[config.mk]
export PLATFORM = sky130hd
export DESIGN_NAME = ota_sweep_sequencer
export DESIGN_NICKNAME = d
export VERILOG_FILES = /design/src/rtl/ota_seq_pkg.sv /design/src/rtl/sync2.sv /design/src/rtl/ota_sweep_sequencer.sv
export SDC_FILE = /design/constraint.sdc
export NUM_CORES = 1
export LEC_CHECK = 0
export CAP_MARGIN = 20
export CELL_PAD_IN_SITES_DETAIL_PLACEMENT = 0
export CELL_PAD_IN_SITES_GLOBAL_PLACEMENT = 1
export CORE_AREA = 2 2 96 98
export DETAILED_ROUTE_END_ITERATION = 7
export DIE_AREA = 0 0 98 100
export MAX_ROUTING_LAYER = met4
export PLACE_DENSITY_LB_ADDON = 0.1
export SYNTH_ARGS = -nofsm -noshare
export SYNTH_HDL_FRONTEND = slang
export SYNTH_HIERARCHICAL = 1
export SYNTH_SLANG_ARGS = --single-unit
[constraint.sdc]
create_clock -name clk -period 4.31 [get_ports clk]
set_input_delay 0.862 -clock clk [delete_from_list [all_inputs] [get_ports clk]]
set_output_delay 0.862 -clock clk [all_outputs]
set_load 0.02 [all_outputs]
[src/rtl/ota_seq_pkg.sv]
// Shared types and default widths for the OTA characterisation sweep sequencer.
package ota_seq_pkg;

  localparam int SETTLE_W = 8;
  localparam int NSAMP_W  = 6;
  localparam int DIV_W    = 4;

  typedef enum logic [2:0] {
    IDLE   = 3'd0,
    SETTLE = 3'd1,
    SAMPLE = 3'd2,
    REPORT = 3'd3,
    NEXT   = 3'd4,
    FINISH = 3'd5
  } state_e;

endpackage

[src/rtl/sync2.sv]
// Two-flop synchronizer for one asynchronous level input, resets to 0.
module sync2 (
  input  logic clk,
  input  logic rst,
  input  logic d,
  output logic q
);

  logic meta_q;
  logic sync_q;

  // Metastability filter chain.
  always_ff @(posedge clk or negedge rst) begin
    if (!rst) begin
      meta_q <= 1'b0;
      sync_q <= 1'b0;
    end else begin
      meta_q <= d;
      sync_q <= meta_q;
    end
  end

  assign q = sync_q;

endmodule

[src/rtl/ota_sweep_sequencer.sv]
// Steps WavePWM divider settings, settles the OTAs, counts comparator-high samples
// and hands one record per setting to a valid/ready consumer.
module ota_sweep_sequencer #(
  parameter int SETTLE_W = ota_seq_pkg::SETTLE_W,
  parameter int NSAMP_W  = ota_seq_pkg::NSAMP_W,
  parameter int DIV_W    = ota_seq_pkg::DIV_W
) (
  input  logic                clk,
  input  logic                rst,
  input  logic                start,
  input  logic                abort,
  input  logic [SETTLE_W-1:0] cfg_settle,
  input  logic [NSAMP_W-1:0]  cfg_nsamp,
  input  logic [DIV_W-1:0]    cfg_div_first,
  input  logic [DIV_W-1:0]    cfg_div_last,
  input  logic                cmp_a,
  input  logic                cmp_b,
  output logic                ota_oe,
  output logic                dota_oe,
  output logic [DIV_W-1:0]    div_sel,
  output logic                busy,
  output logic                done,
  output logic                res_valid,
  input  logic                res_ready,
  output logic [DIV_W-1:0]    res_div,
  output logic [NSAMP_W:0]    res_cnt_a,
  output logic [NSAMP_W:0]    res_cnt_b
);

  import ota_seq_pkg::*;

  localparam int TMR_W = (SETTLE_W > NSAMP_W) ? SETTLE_W : NSAMP_W;
  localparam int CNT_W = NSAMP_W + 1;

  state_e              state_q, state_d;
  logic [SETTLE_W-1:0] settle_q, settle_d;
  logic [NSAMP_W-1:0]  nsamp_q, nsamp_d;
  logic [DIV_W-1:0]    last_q, last_d;
  logic [DIV_W-1:0]    div_q, div_d;
  logic [TMR_W-1:0]    tmr_q, tmr_d;
  logic [CNT_W-1:0]    cnt_a_q, cnt_a_d;
  logic [CNT_W-1:0]    cnt_b_q, cnt_b_d;
  logic                oe_q, oe_d;
  logic                busy_q, busy_d;
  logic                done_q, done_d;
  logic                valid_q, valid_d;
  logic                cmp_a_s, cmp_b_s;

  sync2 u_sync_a (.clk(clk), .rst(rst), .d(cmp_a), .q(cmp_a_s));
  sync2 u_sync_b (.clk(clk), .rst(rst), .d(cmp_b), .q(cmp_b_s));

  // State, latched configuration, counters and registered outputs.
  always_ff @(posedge clk or negedge rst) begin
    if (!rst) begin
      state_q  <= IDLE;
      settle_q <= '0;
      nsamp_q  <= '0;
      last_q   <= '0;
      div_q    <= '0;
      tmr_q    <= '0;
      cnt_a_q  <= '0;
      cnt_b_q  <= '0;
      oe_q     <= 1'b0;
      busy_q   <= 1'b0;
      done_q   <= 1'b0;
      valid_q  <= 1'b0;
    end else begin
      state_q  <= state_d;
      settle_q <= settle_d;
      nsamp_q  <= nsamp_d;
      last_q   <= last_d;
      div_q    <= div_d;
      tmr_q    <= tmr_d;
      cnt_a_q  <= cnt_a_d;
      cnt_b_q  <= cnt_b_d;
      oe_q     <= oe_d;
      busy_q   <= busy_d;
      done_q   <= done_d;
      valid_q  <= valid_d;
    end
  end

  // Next-state sequencing; abort overrides every other transition.
  always_comb begin
    state_d  = state_q;
    settle_d = settle_q;
    nsamp_d  = nsamp_q;
    last_d   = last_q;
    div_d    = div_q;
    tmr_d    = tmr_q;
    cnt_a_d  = cnt_a_q;
    cnt_b_d  = cnt_b_q;

    if (abort && (state_q != IDLE)) begin
      state_d = IDLE;
    end else begin
      case (state_q)
        IDLE: begin
          if (start) begin
            settle_d = cfg_settle;
            nsamp_d  = cfg_nsamp;
            last_d   = cfg_div_last;
            if (cfg_div_first > cfg_div_last) begin
              state_d = FINISH;
            end else begin
              div_d   = cfg_div_first;
              cnt_a_d = '0;
              cnt_b_d = '0;
              tmr_d   = '0;
              state_d = SETTLE;
            end
          end else begin
            state_d = IDLE;
          end
        end
        SETTLE: begin
          if (tmr_q == TMR_W'(settle_q)) begin
            tmr_d   = '0;
            state_d = SAMPLE;
          end else begin
            tmr_d = tmr_q + TMR_W'(1);
          end
        end
        SAMPLE: begin
          // Counts cannot overflow: at most 2^NSAMP_W samples into NSAMP_W+1 bits.
          cnt_a_d = cnt_a_q + CNT_W'(cmp_a_s);
          cnt_b_d = cnt_b_q + CNT_W'(cmp_b_s);
          if (tmr_q == TMR_W'(nsamp_q)) begin
            tmr_d   = '0;
            state_d = REPORT;
          end else begin
            tmr_d = tmr_q + TMR_W'(1);
          end
        end
        REPORT: begin
          if (res_ready) begin
            state_d = NEXT;
          end else begin
            state_d = REPORT;
          end
        end
        NEXT: begin
          if (div_q == last_q) begin
            state_d = FINISH;
          end else begin
            div_d   = div_q + DIV_W'(1);
            cnt_a_d = '0;
            cnt_b_d = '0;
            tmr_d   = '0;
            state_d = SETTLE;
          end
        end
        FINISH: begin
          state_d = IDLE;
        end
        default: begin
          state_d = IDLE;
        end
      endcase
    end

    // Outputs are registered versions of what the next state implies.
    oe_d    = (state_d == SETTLE) || (state_d == SAMPLE) ||
              (state_d == REPORT) || (state_d == NEXT);
    busy_d  = (state_d != IDLE);
    done_d  = (state_d == FINISH);
    valid_d = (state_d == REPORT);
  end

  assign ota_oe    = oe_q;
  assign dota_oe   = oe_q;
  assign div_sel   = div_q;
  assign busy      = busy_q;
  assign done      = done_q;
  assign res_valid = valid_q;
  assign res_div   = div_q;
  assign res_cnt_a = cnt_a_q;
  assign res_cnt_b = cnt_b_q;

endmodule
==> flow_summary.toml <==
[clock_network]
cts_max_level = 2
cts.sinks = 55
cts_made_buffers = 5
clock_latency_ns = 0.31
cts_hold_buf = 0
cts_setup_buffers = 0
cts-root-to-sink-buffers = 2
cts_tree = "yes"
path_clk_slew_ns = 0.10
cts_resized = 0
clk_root_buffer_cell = "sky130_fd_sc_hd__clkbuf_8"

[place]
hpwlAfterDp_microns = 4894
worst_setup_slack_after_placement_ns = 0.9489
port_buffers = 55
gpl.final_weighted_congestion = 0.7606

[floorplanning]
row_count = 35
die_h_microns = 100
fp.coreArea_sq_um = 8890
floorplan.die_area_sq_um = 9800
initial_core_utilization = 0.3333
die_width_microns = 98
io_pins = 56

[global_routing]
grt_pass1_vias = 2054
grt-busiest-layer = "met2"
grt-ovfl-total = 0
antenna_found_initial = 0
met2_usage = 0.2165
all_layer_global_routing_usage = 0.1402
grt_start_max_net_pins = 30
grt_use_met1 = 0.1935
use_met3 = 0.02368
grt_pass1_wl_microns = 10720

[worst_setup_path]
critical_path_cell_sequence = "clkdlybuf4s50_1 > inv_1 > ha_1 > nand4_1 > nor4_4 > a21o_2 > o211ai_4 > or4_1 > a21oi_1"
path_delay_family = "simple AND/OR/NAND/NOR gates"
timing_worst_setup_path_type = "primary input to register"
timing.critical_path.from = "cfg_div_last[3]"
worst-r2r-cell-count = 8
worst_setup_path_endpoint = "res_cnt_a[5]$_DFFE_PN0P_"
start_kind = "primary input"
rr_startpoint = "state_q[2]$_DFF_PN0_"
reg2reg_setup_slack_ns = 1.74
critical_path.endpoint_type = "register"
number_of_gates_on_the_worst_path_with_buffers_counted = 9
worstPathBufferInverterCount = 2
critical_path.max_fanout = 28
timing.critical_path.required_ns = 4.54
timing.rr.end = "res_cnt_a[5]$_DFFE_PN0P_"
cpPeakStageDelay_ns = 0.56
critical_path.slowest_cell = "sky130_fd_sc_hd__or4_1"
cp_data_arrival_time_ns = 3.25

[yosys]
synth_edf_count = 0
yosys_warning_total = 6
asyncSetResetFlopFracSynth = 1.000
sequential_element_share_of_the_synthesized_area = 0.4645
netlist_instances = 292
mappedNetlistArea_sq_um = 2963
synth_seq_cells = 55
ys_types = 51
synth_top_flop_cell = "sky130_fd_sc_hd__dfrtp_1"
synth.net_count = 331
synthesis.area_per_instance_sq_um = 10.15

[detailed_routing]
postRouteWirelength_microns = 6595
dr_total_vias = 2245
dr.pass1.iters = 4
route.detailed.vias_per_inst = 4.989
initialDrtViolationCount = 89
drc = 0
wl_per_cell_microns = 14.66
antenna_viol_nets_final = 0

[power]
power-per-cell-area_nw_per_um2 = 500.6
leakage_nw = 1.478
ir_drop_v = 0.0002436
post_layout_total_power_mw = 1.830

[timing]
postLayoutSetupSlackWorst_ns = 1.298
worst_slew_pin_slew_ns = 0.7311
tns_ns = 0
max_clock_freq_mhz = 332.0
final.setup_skew_ns = 0.009762
rsz0062_at_grt = "no"
final_setup_violating_endpoints = 0
fin_crit_ns = 3.012
final_min_period_over_clock_period = 0.6990
max_slew_margin = 0.5062
slew_violations = 0
hold_viol_final = 0

[layout]
top_library_cells_by_usage_in_the_layout_fill_and_taps_aside = "55 x sky130_fd_sc_hd__dfrtp_1, 54 x sky130_fd_sc_hd__clkdlybuf4s50_1, 25 x sky130_fd_sc_hd__nand2_1"
antenna_cells = 0
layout.cells.most_common = "sky130_fd_sc_hd__dfrtp_1"
area_growth_syn_to_layout_pct = 23.40
layout_nets = 377
layout-drive-gt1-share = 0.1121

[run_status]
outcome = "finished clean"

[worst_hold_path]
hp-class = "register to register"

[run]
drv_cap = 0
[routing by layer]
layer  part of all wire  vias to the layer above
li1                   -                     1127
met1               0.48                     1080
met2               0.49                       36
met3              0.028                        2
met4             0.0042                        0
met5                  0                        -
[report_power, final]
group / switching, mW / internal [mW] / total, mW
combinational: 0.361 / 0.377 / 0.738
clock: 0.181 / 0.115 / 0.296
sequential: 0.144 / 0.652 / 0.796
[logic make-up after synthesis]
group | count (synthesis) | synth area share
adders and majority gates | 11 | 0.04561
AOI/OAI and AO/OA | 61 | 0.1381
DFF | 55 | 0.4645
muxes | 18 | 0.06841
xor gates and xnor gates | 18 | 0.05321
and+or+nand+nor | 98 | 0.1778
buffers and inverters | 31 | 0.05236
[how the worst min path moves through the flow]
stage	slack [ns]	to	depth (start not counted)	start
detailed placement	0.33	u_sync_a/q$_DFF_PN0_	0	u_sync_a/meta_q$_DFF_PN0_
global route	0.38	u_sync_a/q$_DFF_PN0_	0	u_sync_a/meta_q$_DFF_PN0_
floorplan	0.33	u_sync_a/q$_DFF_PN0_	0	u_sync_a/meta_q$_DFF_PN0_
CTS	0.36	u_sync_a/q$_DFF_PN0_	0	u_sync_a/meta_q$_DFF_PN0_
finish	0.36	u_sync_a/q$_DFF_PN0_	0	u_sync_a/meta_q$_DFF_PN0_
global placement	0.34	u_sync_b/q$_DFF_PN0_	0	u_sync_b/meta_q$_DFF_PN0_
[area by class of cell]
type | count | area (sq um)
inverters | 12 | 45.04
clock buffers | 5 | 68.82
fillers | 892 | 5234
flip-flops and latches | 55 | 1376
clock inverters | 3 | 18.77
repair buffers | 58 | 568.0
well taps | 111 | 138.9
multi-input cells | 206 | 1440
[stage by stage]
stage | utilization | hold WS, ns | cell area, sq um | std cells
finish | 0.4113 | 0.3594 | 3656 | 450
global route | 0.4113 | 0.3755 | 3656 | 450
CTS | 0.4113 | 0.3630 | 3656 | 450
detailed placement | 0.4014 | 0.3347 | 3568 | 442
global placement | 0.4014 | 0.3363 | 3568 | 442
floorplan | - | 0.3312 | 2963 | 292
[state kept, by name, indices dropped and copies added (netlist names), 3 cells and up]
signal,cells
res_cnt_a,7
res_cnt_b,7
last_q,4
state_q,3
tmr_q,8
settle_q,8
div_sel,4
nsamp_q,6
[cells in the mapped netlist, drive strengths merged (5+ instances only)]
library cell	n	area share
a21oi	16	0.027
and2	5	0.011
buf	15	0.032
dfrtp	55	0.46
ha	10	0.042
inv	12	0.015
mux2	18	0.068
nand2	26	0.034
nand3	14	0.024
nor2	14	0.018
nor3	5	0.0084
o21ai	18	0.030
or3	11	0.023
xnor2	11	0.033
xor2	7	0.021
(Power assumes the default switching activity.)
